### src/rtl/monitor_report_ctrl.sv
// Feeds symbols to an automata stage, captures non-zero stage reports one cycle
// later into a small stamped FIFO, and sequences drain/restart on a flush request.
module monitor_report_ctrl #(
   parameter int RPT_W = 36,
   parameter int DEPTH = 4,
   parameter int CNT_W = 16
) (
   input  logic             clk,
   input  logic             reset,
   input  logic             in_valid,
   input  logic [7:0]       in_symbol,
   output logic             in_ready,
   input  logic             flush_req,
   output logic             run,
   output logic [7:0]       top_symbols,
   output logic             stage_reset,
   input  logic [RPT_W-1:0] reports,
   output logic             rpt_valid,
   input  logic             rpt_ready,
   output logic [RPT_W-1:0] rpt_data,
   output logic [CNT_W-1:0] rpt_stamp,
   output logic [CNT_W-1:0] sym_count
);

   localparam int AW = $clog2(DEPTH);

   localparam logic [1:0] ST_RUN    = 2'd0;
   localparam logic [1:0] ST_DRAIN  = 2'd1;
   localparam logic [1:0] ST_FLUSH1 = 2'd2;
   localparam logic [1:0] ST_FLUSH2 = 2'd3;

   logic [1:0]       state_q, state_d;
   logic [AW:0]      count_q, count_d;
   logic [AW-1:0]    wr_ptr_q, wr_ptr_d;
   logic [AW-1:0]    rd_ptr_q, rd_ptr_d;
   logic             pend_q;
   logic [CNT_W-1:0] sym_cnt_q, sym_cnt_d;
   logic [CNT_W-1:0] stamp_q;

   logic [RPT_W-1:0] mem_data_q  [DEPTH];
   logic [CNT_W-1:0] mem_stamp_q [DEPTH];

   logic [AW+1:0]    occ_s;
   logic             ready_s, issue_s, push_s, pop_s;

   // The in-flight symbol counts against capacity, so a report can never find the FIFO full.
   assign occ_s   = {1'b0, count_q} + {{(AW+1){1'b0}}, pend_q};
   assign ready_s = !reset && (state_q == ST_RUN) && !flush_req && (occ_s < (AW+2)'(DEPTH));
   assign issue_s = in_valid && ready_s;
   assign push_s  = pend_q && (reports != '0) && (count_q != (AW+1)'(DEPTH));
   assign pop_s   = (count_q != '0) && rpt_ready;

   assign in_ready    = ready_s;
   assign run         = issue_s;
   assign top_symbols = in_symbol;
   assign stage_reset = reset || (state_q == ST_FLUSH1) || (state_q == ST_FLUSH2);
   assign rpt_valid   = (count_q != '0);
   assign rpt_data    = mem_data_q[rd_ptr_q];
   assign rpt_stamp   = mem_stamp_q[rd_ptr_q];
   assign sym_count   = sym_cnt_q;

   // Next-state for the flush sequencer, FIFO bookkeeping and symbol counter.
   always_comb begin
      state_d   = state_q;
      count_d   = count_q;
      wr_ptr_d  = wr_ptr_q;
      rd_ptr_d  = rd_ptr_q;
      sym_cnt_d = sym_cnt_q;

      case (state_q)
         ST_RUN: begin
            if (flush_req) state_d = ST_DRAIN;
            else           state_d = ST_RUN;
         end
         ST_DRAIN: begin
            if (!pend_q) state_d = ST_FLUSH1;
            else         state_d = ST_DRAIN;
         end
         ST_FLUSH1: state_d = ST_FLUSH2;
         ST_FLUSH2: state_d = ST_RUN;
         default:   state_d = ST_RUN;
      endcase

      case ({push_s, pop_s})
         2'b10:   count_d = count_q + (AW+1)'(1);
         2'b01:   count_d = count_q - (AW+1)'(1);
         default: count_d = count_q;
      endcase

      if (push_s) wr_ptr_d = wr_ptr_q + AW'(1);
      else        wr_ptr_d = wr_ptr_q;

      if (pop_s) rd_ptr_d = rd_ptr_q + AW'(1);
      else       rd_ptr_d = rd_ptr_q;

      if (state_q == ST_FLUSH2) sym_cnt_d = '0;
      else if (issue_s)         sym_cnt_d = sym_cnt_q + CNT_W'(1);
      else                      sym_cnt_d = sym_cnt_q;
   end

   // Control state; reset drops any in-flight report along with the queue.
   always_ff @(posedge clk or posedge reset) begin
      if (reset) begin
         state_q   <= ST_RUN;
         count_q   <= '0;
         wr_ptr_q  <= '0;
         rd_ptr_q  <= '0;
         pend_q    <= 1'b0;
         sym_cnt_q <= '0;
         stamp_q   <= '0;
      end else begin
         state_q   <= state_d;
         count_q   <= count_d;
         wr_ptr_q  <= wr_ptr_d;
         rd_ptr_q  <= rd_ptr_d;
         pend_q    <= issue_s;
         sym_cnt_q <= sym_cnt_d;
         stamp_q   <= sym_cnt_q;
      end
   end

   // FIFO storage; contents are only meaningful below count_q.
   always_ff @(posedge clk) begin
      if (push_s) begin
         mem_data_q[wr_ptr_q]  <= reports;
         mem_stamp_q[wr_ptr_q] <= stamp_q;
      end
   end

endmodule

### config.mk
export PLATFORM = sky130hd
export DESIGN_NAME = monitor_report_ctrl
export DESIGN_NICKNAME = d
export VERILOG_FILES = /design/src/rtl/monitor_report_ctrl.sv
export SDC_FILE = /design/constraint.sdc
export NUM_CORES = 1
export LEC_CHECK = 0
export BUFFER_PORTS_ARGS = -buffer_cell sky130_fd_sc_hd__buf_4
export CAP_MARGIN = 15
export CORE_MARGIN = 10
export CORE_UTILIZATION = 30
export CTS_BUF_LIST = sky130_fd_sc_hd__clkbuf_8
export CTS_CLUSTER_SIZE = 28
export DETAILED_ROUTE_END_ITERATION = 10
export SKIP_CTS_REPAIR_TIMING = 1
export SLEW_MARGIN = 20
export SYNTH_ARGS = -nofsm -noshare
export SYNTH_HDL_FRONTEND = slang
export SYNTH_SLANG_ARGS = --single-unit
### constraint.sdc
create_clock -name clk -period 6.4 [get_ports clk]
set_clock_uncertainty 0.1 [all_clocks]
set_input_delay 0.64 -clock clk [delete_from_list [all_inputs] [get_ports clk]]
set_output_delay 0.64 -clock clk [all_outputs]
set_load 0.02 [all_outputs]
==> results by group <==
Run status
  • Status: finished, final reports clean

Synthesis
  • Main synth FF type: edfxtp_1
  • #FFs+latches synth: 250
  • Ys Warns: 0
  • Mean post-synth cell area: between 20 and 25 µm²
  • Yosys cell types: 40
  • Async S/R FF share, synth: 0.1680
  • Cells after synthesis: around 450
  • Most frequent cell after synthesis: edfxtp_1
  • EDFF count, synth: about 210
  • Cell taking the most area after synthesis: edfxtp_1
  • Total nets after synthesis: 502
  • Netlist Area Pre-Place: around 9400 µm²
  • Top post-synthesis cells by area: edfxtp_1 66%, mux4_2 12%, dfrtp_1 11%, ha_1 0.80%, nor4_1 0.66%
  • Synth top area share: 0.6629
  • Seq/Total Area, Yosys: 0.7745
  • Synth cell count leaders: 208 x edfxtp_1, 52 x mux4_2, 42 x dfrtp_1, 14 x nand2_1, 11 x inv_1

Timing
  • Max-slew violations: 0
  • Unrepaired setup endpoints after global routing: no
  • Final worst slack: about 3.2 ns
  • Final period util: 0.4985
  • Peak Freq: ~0.31 GHz
  • Final setup violation count: 0
  • Hold Slack: approximately 0.2 ns
  • Post-layout min period: around 3.2 ns
  • Final Hold Vio Count: 0
  • Measured slew at the worst slew-check pin: slightly above 0.8 ns
  • Setup_tns: 0 ns
  • Relative slew slack: 0.4591

Floorplan
  • Core Area: just over 30,000 µm²
  • Initial Utilization: 0.3064
  • Die H: 197.2 µm
  • Row Count: 64
  • Die area: between 30,000 and 40,000 µm²
  • Die span in x: slightly below 200 µm
  • Number of I/O pins: 129

Power and ir drop
  • Power Density: 402.4 nW/µm²
  • Leak: approximately 4.1 nW
  • Max IR drop VDD: 0.2067 mV

Worst setup path
  • Critical path class: flip-flop to output port
  • Crit path arrival time: 2.45 ns
  • R2r setup slk: a little under 4 ns
  • CP Launch Type: flip-flop
  • Slowest stage delay, CP: about 0.77 ns
  • Reg-to-reg startpoint: count_q[1]
  • Worst EP required: 5.66 ns
  • Most used cell, CP: buf_4
  • Critical path fanouts, max: 32
  • Slowest cell on crit path: dfrtp_2
  • Worst-path cell chain: buf_4, mux4_2, buf_4
  • Cell family with most CP delay: flip-flops
  • CP bufs+invs: 2
  • Worst Setup End Kind: output port
  • Worst Reg2Reg Path Length in Cells: 5
  • RR Endpoint: mem_stamp_q[2][0]

GRT
  • Total congestion overflow: 0
  • First-pass GRT wire length: 32.00 mm
  • Number of global-route vias before repair: approximately 5.4k
  • Initial antenna violation count: 0
  • Largest net degree at the start of global routing: 53
  • Total GRT Usage: 0.1070

Routing
  • Drt via density: 4.689
  • Iter 0 DRT Violations: 207
  • Vias post-DR: 4,755
  • # DRC: 0
  • DRT Pass-1 Iters: 7
  • Wire per inst: ~20 µm
  • ANT nets after route: 0
  • Routed WL: approximately 21 mm

Clock network
  • Max clock buf depth: 3
  • Total CTS buffers: 43
  • CTS tree: built
  • Root buffer cell: clkbuf_8
  • TritonCTS Sinks: 250
  • Clock transition at path regs: about 0.06 ns
  • # H-tree levels: 2
  • Worst skew pair latency: ~0.53 ns

Final layout
  • Fraction of layout instances using a drive strength above 1: 0.3803
  • Nets: between 600 and 700
  • Filler instances: roughly 2.9k
  • Synth-to-layout area growth: 22.30%
  • Ant diodes: 0

Flow run
  • Max Cap Viol: 0

Min path
  • Hold Crit Class: input port to async pin

Placement
  • Worst slack at placement: between 2 and 3 ns
  • RePlAce Congestion: roughly 0.71
  • Port bufs: 112
  • Post-DP HPWL: 13.38 mm
-- cells by family (layout without fill, tap and decap cells) --
| logic type | after synthesis | after routing | share of synthesized area |
|---|---|---|---|
| AND/OR/NAND/NOR | 63 | 63 | 0.04130 |
| XOR/XNOR | 7 | 7 | 0.006507 |
| flip-flops | 250 | 250 | 0.7745 |
| AO/OA/AOI/OAI | 28 | 28 | 0.02019 |
| buffers and inverters | 35 | 207 | 0.01873 |
| adder cells (fa/ha/maj) | 7 | 7 | 0.01009 |
| multiplexers | 56 | 56 | 0.1287 |
-- state kept, by name, summed over array words and instances (netlist names), named ones only --
name,flops
mem_data_q,144
mem_stamp_q,64
stamp_q,16
sym_count,16
count_q,3
rd_ptr_q,2
wr_ptr_q,2
pend_q,1
state_q,1
-- worst max path at each step --
stage	slack (ns)	from	cells past startpoint	to
floorplan	3.58	reports[6]	4	mem_data_q[0][0]
global placement	2.93	reports[30]	11	count_q[2]
detailed placement	2.97	reports[3]	6	mem_stamp_q[2][11]
CTS	3.15	rd_ptr_q[1]	3	rpt_data[29]
global route	3.10	rd_ptr_q[1]	3	rpt_data[26]
finish	3.21	rd_ptr_q[1]	3	rpt_data[29]
-- placed cells by master, fill, tap and decap left out, drive strengths merged, types with 2 or more instances in the layout --
cell | netlist | layout
edfxtp | 208 | 208
buf | 17 | 119
mux4 | 52 | 52
clkbuf | 6 | 46
dfrtp | 42 | 42
inv | 12 | 25
nand2 | 14 | 14
clkinv | 0 | 14
nor4 | 11 | 11
a21oi | 9 | 9
nand3 | 8 | 8
o31ai | 8 | 8
or4 | 8 | 8
ha | 6 | 6
nand4 | 6 | 6
and2 | 6 | 6
xnor2 | 5 | 5
and4 | 3 | 3
mux2i | 3 | 3
nor2 | 3 | 3
o21a | 2 | 2
xor2 | 2 | 2
o21ai | 2 | 2
o41ai | 2 | 2
bufinv | 0 | 2
o311ai | 2 | 2
-- metal layers --
layer / part of all wire / global-route usage
met4: 0.018 / 0.03503
met1: 0.41 / 0.1280
met5: 0 / 0
met2: 0.50 / 0.1801
met3: 0.070 / 0.03339
-- per-stage QoR --
| stage | area [µm²] | power [mW] | utilization | instances |
|---|---|---|---|---|
| after floorplan | 9422 | 2.796 | - | 446 |
| final | 11520 | 4.637 | 0.3747 | 1014 |
| after global routing | 11520 | 4.890 | 0.3747 | 1014 |
| after detailed placement | 10710 | 3.370 | 0.3483 | 938 |
| after CTS | 11520 | 4.742 | 0.3747 | 1014 |
| after global placement | 10680 | 3.333 | 0.3474 | 937 |
-- tightest hold or removal path, stage by stage --
cell	delay, ns
buf_4	0.12
clkinv_1	0.05
buf_4	0.47
-- power by group --
group	switching, mW	leakage, nW	internal (mW)	total (mW)
clock	0.604	0.465	0.744	1.35
combinational	0.689	1.20	0.646	1.34
sequential	0.126	2.46	1.83	1.95
total	1.42	4.12	3.22	4.64
-- final cells by class --
type | count | area (µm²) | area share
Multi-Input combinational cell | 161 | 1953 | 0.1695
Clock buffer | 46 | 633.1 | 0.05495
Clock inverter | 30 | 180.2 | 0.01564
Sequential cell | 250 | 7302 | 0.6337
Inverter | 12 | 45.04 | 0.003909
Tap cell | 396 | 495.5 | 0.04300
Timing Repair Buffer | 119 | 913.4 | 0.07927
Power figures use the tool's default switching activity.
